<file path="config.mk">
export PLATFORM = sky130hd
export DESIGN_NAME = exception_sequencer
export DESIGN_NICKNAME = d
export VERILOG_FILES = /design/src/rtl/exception_sequencer.sv
export SDC_FILE = /design/constraint.sdc
export NUM_CORES = 1
export LEC_CHECK = 0
export ABC_CLOCK_PERIOD_IN_PS = 1610
export CAP_MARGIN = 20
export CORE_UTILIZATION = 35
export CTS_BUF_LIST = sky130_fd_sc_hd__clkbuf_4
export DETAILED_ROUTE_END_ITERATION = 16
export GPL_TIMING_DRIVEN = 0
export PLACE_DENSITY = 0.77
export SETUP_SLACK_MARGIN = 0.3
export SYNTH_ARGS = -nofsm -noshare
export SYNTH_HDL_FRONTEND = slang
export SYNTH_SLANG_ARGS = --single-unit
</file>
<file path="constraint.sdc">
create_clock -name clk -period 1.61 [get_ports clk]
set_input_delay 0.161 -clock clk [delete_from_list [all_inputs] [get_ports clk]]
set_output_delay 0.161 -clock clk [all_outputs]
set_load 0.01 [all_outputs]
</file>
<file path="src/rtl/exception_sequencer.sv">
// ============================================================================
// exception_sequencer : pipeline recovery sequencer (flush, redirect, return).
// Optional feature macro: EXC_VECTOR_EN (vectored handler entry by cause).
// Revision: 1.0
// ============================================================================
`default_nettype none

module exception_sequencer #(
    parameter int                  PC_WIDTH     = 16,
    parameter logic [PC_WIDTH-1:0] HANDLER_ADDR = 16'h0040,
    parameter logic [PC_WIDTH-1:0] VEC_STRIDE   = 16'h0008
) (
    input  logic                clk,
    input  logic                rst,
    input  logic                exception_flag,
    input  logic [15:0]         instruct,
    input  logic [PC_WIDTH-1:0] pc_in,
    input  logic                stall,
    input  logic                eret,
    output logic                flush_if,
    output logic                flush_id,
    output logic                flush_ex,
    output logic                pc_sel,
    output logic [PC_WIDTH-1:0] pc_target,
    output logic [PC_WIDTH-1:0] epc,
    output logic [3:0]          cause,
    output logic                exc_active,
    output logic                halt,
    output logic [7:0]          exc_count
);

    typedef enum logic [2:0] {
        S_IDLE     = 3'd0,
        S_FLUSH    = 3'd1,
        S_REDIRECT = 3'd2,
        S_HANDLER  = 3'd3,
        S_RETURN   = 3'd4,
        S_HALT     = 3'd5
    } state_t;

    state_t              r_state;
    state_t              w_next_state;
    logic [PC_WIDTH-1:0] r_epc;
    logic [3:0]          r_cause;
    logic [7:0]          r_exc_count;
    logic [PC_WIDTH-1:0] w_handler_target;
    logic                w_take;

    // Only the opcode field of the faulting instruction is recorded.
    logic w_unused_instruct;
    assign w_unused_instruct = ^instruct[11:0];

`ifdef EXC_VECTOR_EN
    assign w_handler_target = HANDLER_ADDR
                            + ({{(PC_WIDTH-4){1'b0}}, r_cause} * VEC_STRIDE);
`else
    assign w_handler_target = HANDLER_ADDR;
`endif

    assign w_take = (r_state == S_IDLE) && exception_flag;

    always_ff @(posedge clk or posedge rst) begin
        if (rst) begin
            r_state     <= S_IDLE;
            r_epc       <= '0;
            r_cause     <= '0;
            r_exc_count <= '0;
        end else begin
            r_state <= w_next_state;
            if (w_take) begin
                r_epc   <= pc_in;
                r_cause <= instruct[15:12];
                if (r_exc_count != 8'hFF) begin
                    r_exc_count <= r_exc_count + 8'd1;
                end
            end
        end
    end

    // Outputs decode from registered state only; no input-to-output paths.
    always_comb begin
        w_next_state = r_state;
        flush_if     = 1'b0;
        flush_id     = 1'b0;
        flush_ex     = 1'b0;
        pc_sel       = 1'b0;
        pc_target    = '0;
        exc_active   = 1'b0;
        halt         = 1'b0;
        case (r_state)
            S_IDLE: begin
                if (exception_flag) begin
                    w_next_state = S_FLUSH;
                end
            end
            S_FLUSH: begin
                flush_if     = 1'b1;
                flush_id     = 1'b1;
                flush_ex     = 1'b1;
                w_next_state = S_REDIRECT;
            end
            S_REDIRECT: begin
                pc_sel    = 1'b1;
                pc_target = w_handler_target;
                if (!stall) begin
                    w_next_state = S_HANDLER;
                end
            end
            S_HANDLER: begin
                exc_active = 1'b1;
                // A nested exception beats a simultaneous eret.
                if (exception_flag) begin
                    w_next_state = S_HALT;
                end else if (eret) begin
                    w_next_state = S_RETURN;
                end
            end
            S_RETURN: begin
                pc_sel     = 1'b1;
                pc_target  = r_epc;
                exc_active = 1'b1;
                if (!stall) begin
                    w_next_state = S_IDLE;
                end
            end
            S_HALT: begin
                halt     = 1'b1;
                flush_if = 1'b1;
                flush_id = 1'b1;
                flush_ex = 1'b1;
            end
            default: begin
                w_next_state = S_IDLE;
            end
        endcase
    end

    assign epc       = r_epc;
    assign cause     = r_cause;
    assign exc_count = r_exc_count;

endmodule

`default_nettype wire

</file>
Yosys cells after proc, flatten, opt, wreduce, memory -nomap -nowiden
Cells that the tools add are included.
{"block": "totals", "word_cells": 34, "reg_bits": 31, "in_bits": 37}
{"block": "op_classes", "n_eq_ne": 10, "bitwise_logic": 1, "n_mux": 11, "reduce_logical": 7, "add_sub_neg": 1}
{"op": "16-bit one-hot mux with 2 select lines", "count": 1}
{"op": "3-bit one-hot mux with 6 select lines", "count": 1}
{"op": "3-bit 2-to-1 mux", "count": 5}
{"op": "8-bit by 1-bit adder with 8-bit output, second input constant", "count": 1}
{"op": "8-bit != test, second input constant", "count": 1}
{"op": "3-bit by 2-bit equality test with 1-bit output, second input constant", "count": 2}
{"op": "3-bit equality test, second input constant", "count": 2}
{"op": "2-bit != test, second input constant", "count": 3}
{"op": "2-bit OR reduction", "count": 3}
{"op": "5-bit AND reduction", "count": 1}
{"op": "1-bit 2-to-1 mux", "count": 4}
{"op": "3-bit by 1-bit equality test with 1-bit output, second input constant", "count": 1}
{"op": "3-bit logical NOT", "count": 1}
{"op": "3-bit != test, second input constant", "count": 1}
{"op": "2-bit AND reduction", "count": 1}
{"op": "1-bit logical AND", "count": 1}
{"op": "1-bit NOT", "count": 1}

Depth between registers and ports, before layout
{"block": "depth", "word_depth": 3, "depth_mapped": 5}

Worst setup path after synthesis
No wires, ideal clock.
{"block": "synth_timing", "path_kind": "reg2reg", "from": "reg r_state[1]", "to": "reg r_cause[0], in the netlist cause[0]", "arrival_ps": 1409, "setup_time_ps": 125, "required_time_ps": 1485, "path_stages_with_launch": 5, "setup_slack_ps": 76, "path_cell_list": "dfrtp_1 buf_2 nor4b_4 buf_4 mux2_2"}
{"block": "synth_between", "elab_chain_cells": 2}
{"item": "start, declared", "line_no": "41", "rtl": "state_t r_state;"}
{"item": "start signal, assigned", "line_no": "69", "rtl": "r_state <= w_next_state;"}
{"item": "3-bit logical NOT", "line_no": "60", "rtl": "assign w_take = (r_state == S_IDLE) && exception_flag;"}
{"item": "1-bit logical AND", "line_no": "60"}
{"item": "end signal, assigned", "line_no": "72", "rtl": "r_cause <= instruct[15:12];"}
{"item": "end, declared", "line_no": "44", "rtl": "logic [3:0] r_cause;"}
Every way passes these cells.
A chain may end at the register's enable or synchronous reset.

Worst setup path in the final report
{"block": "layout_timing", "from": "reg r_state[2]", "to": "reg r_epc[9], in the netlist epc[9]"}
{"block": "layout_between", "elab_chain_cells": 2}
{"item": "3-bit logical NOT", "line_no": "60"}
{"item": "1-bit logical AND", "line_no": "60"}
{"item": "end signal, assigned", "line_no": "71", "rtl": "r_epc <= pc_in;"}
{"item": "end, declared", "line_no": "43", "rtl": "logic [PC_WIDTH-1:0] r_epc;"}
Every way passes these cells.

==> summary.txt <==
Timing
  • Slew headroom: 0.701
  • Fin Clk Skew: around 0.018 ns
  • RSZ-0062 raised after global routing: true
  • Worst-Margin Slew: ~0.45 ns
  • Fin. max-slew vios: 0
  • Final hold vios: 0
  • Final setup fails: 13
  • Peak Freq: 0.611 GHz
  • PnR worst setup slack: -0.0269 ns
  • Final Cycle Share: 1.02
  • Post-layout min period: around 1.6 ns
  • Setup TNS: -0.156 ns

Worst setup path
  • Crit path kind: flip-flop to flip-flop
  • Critical path launch point type: flip-flop
  • Critical Path RT: roughly 1.8 ns
  • Data arrival time of the worst path: 1.85 ns
  • R2r startpoint: r_state[2]
  • Worst Setup SP: r_state[2]
  • CP endpoint kind: flip-flop
  • Maximum fanout along the worst path: 10

Cells and area
  • Diodes inserted: 0
  • Fin area: around 0.0027 sq mm
  • Fraction of layout cells with a size suffix above 1: 0.485
  • Fillers: around 330
  • Syn-to-layout area delta: 84.9%
  • Final #Nets: roughly 270

Drt
  • WL final: 4.39 mm
  • WL per Instance: around 16 um
  • Antenna Violating Nets Remaining: 0
  • DRT Pass-1 Iters: 6
  • Routed vias/inst: between 4 and 5
  • DRC violations left: 0
  • Violation count after the first detailed-route iteration: 25
  • Detailed-route via count: roughly 1.4k

Clock network
  • CTS tree: yes
  • CTS H-Tree Depth: 2
  • Clock Sink Count: 31
  • Root Driver: clkbuf_4
  • Clk Latency, worst-skew pair: approximately 0.33 ns
  • Worst-path clk slew: around 0.1 ns
  • CTS buffer count: 5
  • Max Buffers Root-to-Sink: 2

Yosys
  • Synth unique cells: 25
  • Synth Area in Compound Gates: 0.0470
  • Ranking of synthesized cells by area: dfrtp_1 53%, mux2_2 16%, and3_1 6.8%, nor2_1 3.1%, xor2_1 2.4%
  • Main combinational cell family by area after synthesis: multiplexers
  • Count leader, synth: dfrtp_1
  • Synth top cells by count: 31 x dfrtp_1, 21 x mux2_2, 16 x and3_1
  • Yosys top cell area share: 0.530
  • YS warnings: 0
  • Dominant synthesized flop cell: dfrtp_1
  • Syn Std Cell Area: 0.00146 sq mm
  • Syn_nets: between 150 and 200
  • Post-Synth XOR/XNOR Area: 0.0299
  • Post-synth EDFFs: 0
  • Number of synthesized register bits: 31
  • Mux cell area share after synthesis: 0.177
  • Synth Area per Inst: between 10 and 15 sq um
  • Adder-Cell Fraction of Synth Area: 0.00855
  • Gate Count Post-Synth: 127
  • Synth Area in Simple Gates: 0.160
  • Area leader, netlist: dfrtp_1
  • Asr flop ratio synth: 1.00
  • Seq/Total Area, Yosys: 0.530

Hold path
  • Hold Crit Class: primary input to asynchronous set/reset pin

Floorplanning
  • Initial Util: 0.366
  • Rows: 23
  • Die extent in x: 66.7 um
  • Die footprint: 0.00444 sq mm
  • Placeable Area: 0.00400 sq mm
  • # IOs: 87
  • Die Height: between 60 and 70 um

Power
  • Total power: 4630 uW
  • VDD IR max: 0.000878 V
  • Leak Pwr: between 0.001 and 0.0015 uW
  • PwrDens: about 1700 mW/mm^2

GRT
  • Number of global-route vias before repair: about 1.3k
  • Largest net degree at the start of global routing: 23
  • First-pass GRT wire length: 6.65 mm
  • Total Routing Usage GR: 0.206
  • Initial antenna violation count: 0
  • Grt ovf: 0

Place
  • DP Wirelength: approximately 2.7 mm
  • Post-DP Area: around 0.0023 sq mm
  • IO buf count: 74
  • GPL Wtd Cong: around 0.75

Run status
  • Status: complete, but fails checks
  • Failing checks: setup timing

Run
  • Max_cap viols: 0
logic make-up after synthesis:
group / Yosys count
flip-flops: 31
multiplexers: 23
AO/OA/AOI/OAI: 11
AND/OR/NAND/NOR: 42
buffers and inverters: 14
XOR/XNOR: 5
adder cells (fa/ha/maj): 1
cell type report:
| type | count | area (sq um) | share of cell area |
|---|---|---|---|
| Buffer | 9 | 109 | 0.0402 |
| Clock buffer | 6 | 45.0 | 0.0166 |
| Clock inverter | 2 | 7.51 | 0.00277 |
| Inverter | 5 | 21.3 | 0.00786 |
| Multi-Input combinational cell | 82 | 792 | 0.293 |
| Sequential cell | 31 | 781 | 0.288 |
| Tap cell | 50 | 62.6 | 0.0231 |
| Timing Repair Buffer | 96 | 888 | 0.328 |
registers in the layout, indices dropped and copies added, names as in the netlist:
register	count
epc	16
exc_count	8
r_state	3
cause	4
worst max-delay path: stages (launching register included):
cell,delay [ns]
dfrtp_2,0.44
buf_6,0.13
nor4b_4,0.26
buf_6,0.19
buf_8,0.16
mux2_2,0.35
layout by cell type (no fill, tap or decap), drive strengths merged, types with 3 or more instances in the layout:
cell type / count
nand3: 5
buf: 49
clkdlybuf4s50: 24
dfrtp: 31
inv: 5
and3: 16
o21ai: 3
nand2: 3
xor2: 4
clkbuf: 9
nor2: 12
dlygate4sd2: 28
a21oi: 4
mux2: 23
metal layers:
layer  GRT usage  vias up  share of wire
met5           0        -              0
met3      0.0411        4          0.050
met2       0.354       39           0.53
met1       0.255      665           0.42
li1            -      648              -
met4      0.0718        0         0.0071
where the power goes:
part           switching [uW]  internal (uW)  leakage (uW)
logic                    1190           1610      0.000918
registers                 257           1140      0.000373
clock network             260            178     0.0000307
total                    1710           2930       0.00132
path summary, 6_finish.rpt:
path	cells after the start	slack [ns]	end
setup / recovery	5	-0.03	epc[9]
min in group clk	2	0.44	epc[8]
hold / removal	2	0.15	exc_count[3]
hold reg to reg	1	0.52	cause[1]
max in group asynchronous	3	1.00	epc[1]
setup reg to reg	5	-0.03	epc[9]
through the flow:
stage / instances / setup slack, ns / util / hold WS, ns
2_1_floorplan: 127 / 0.0951 / - / 0.264
6_report: 281 / -0.0269 / 0.677 / 0.147
4_1_cts: 277 / -0.0107 / 0.638 / 0.151
3_3_place_gp: 251 / -0.473 / 0.571 / 0.492
5_1_grt: 281 / -0.0661 / 0.677 / 0.155
3_5_place_dp: 252 / -0.488 / 0.578 / 0.498
repair_timing:
action / CTS / global route
gates resized for setup: 160 / 36
setup buffers: 16 / 4
cloned: 1 / 0
endpoints found under the hold margin: 0 / 0
setup endpoints to repair: 79 / 50
hold buffers: 0 / 0
pin swaps: 14 / 4
Note: power is estimated with default switching activity, not from simulation.
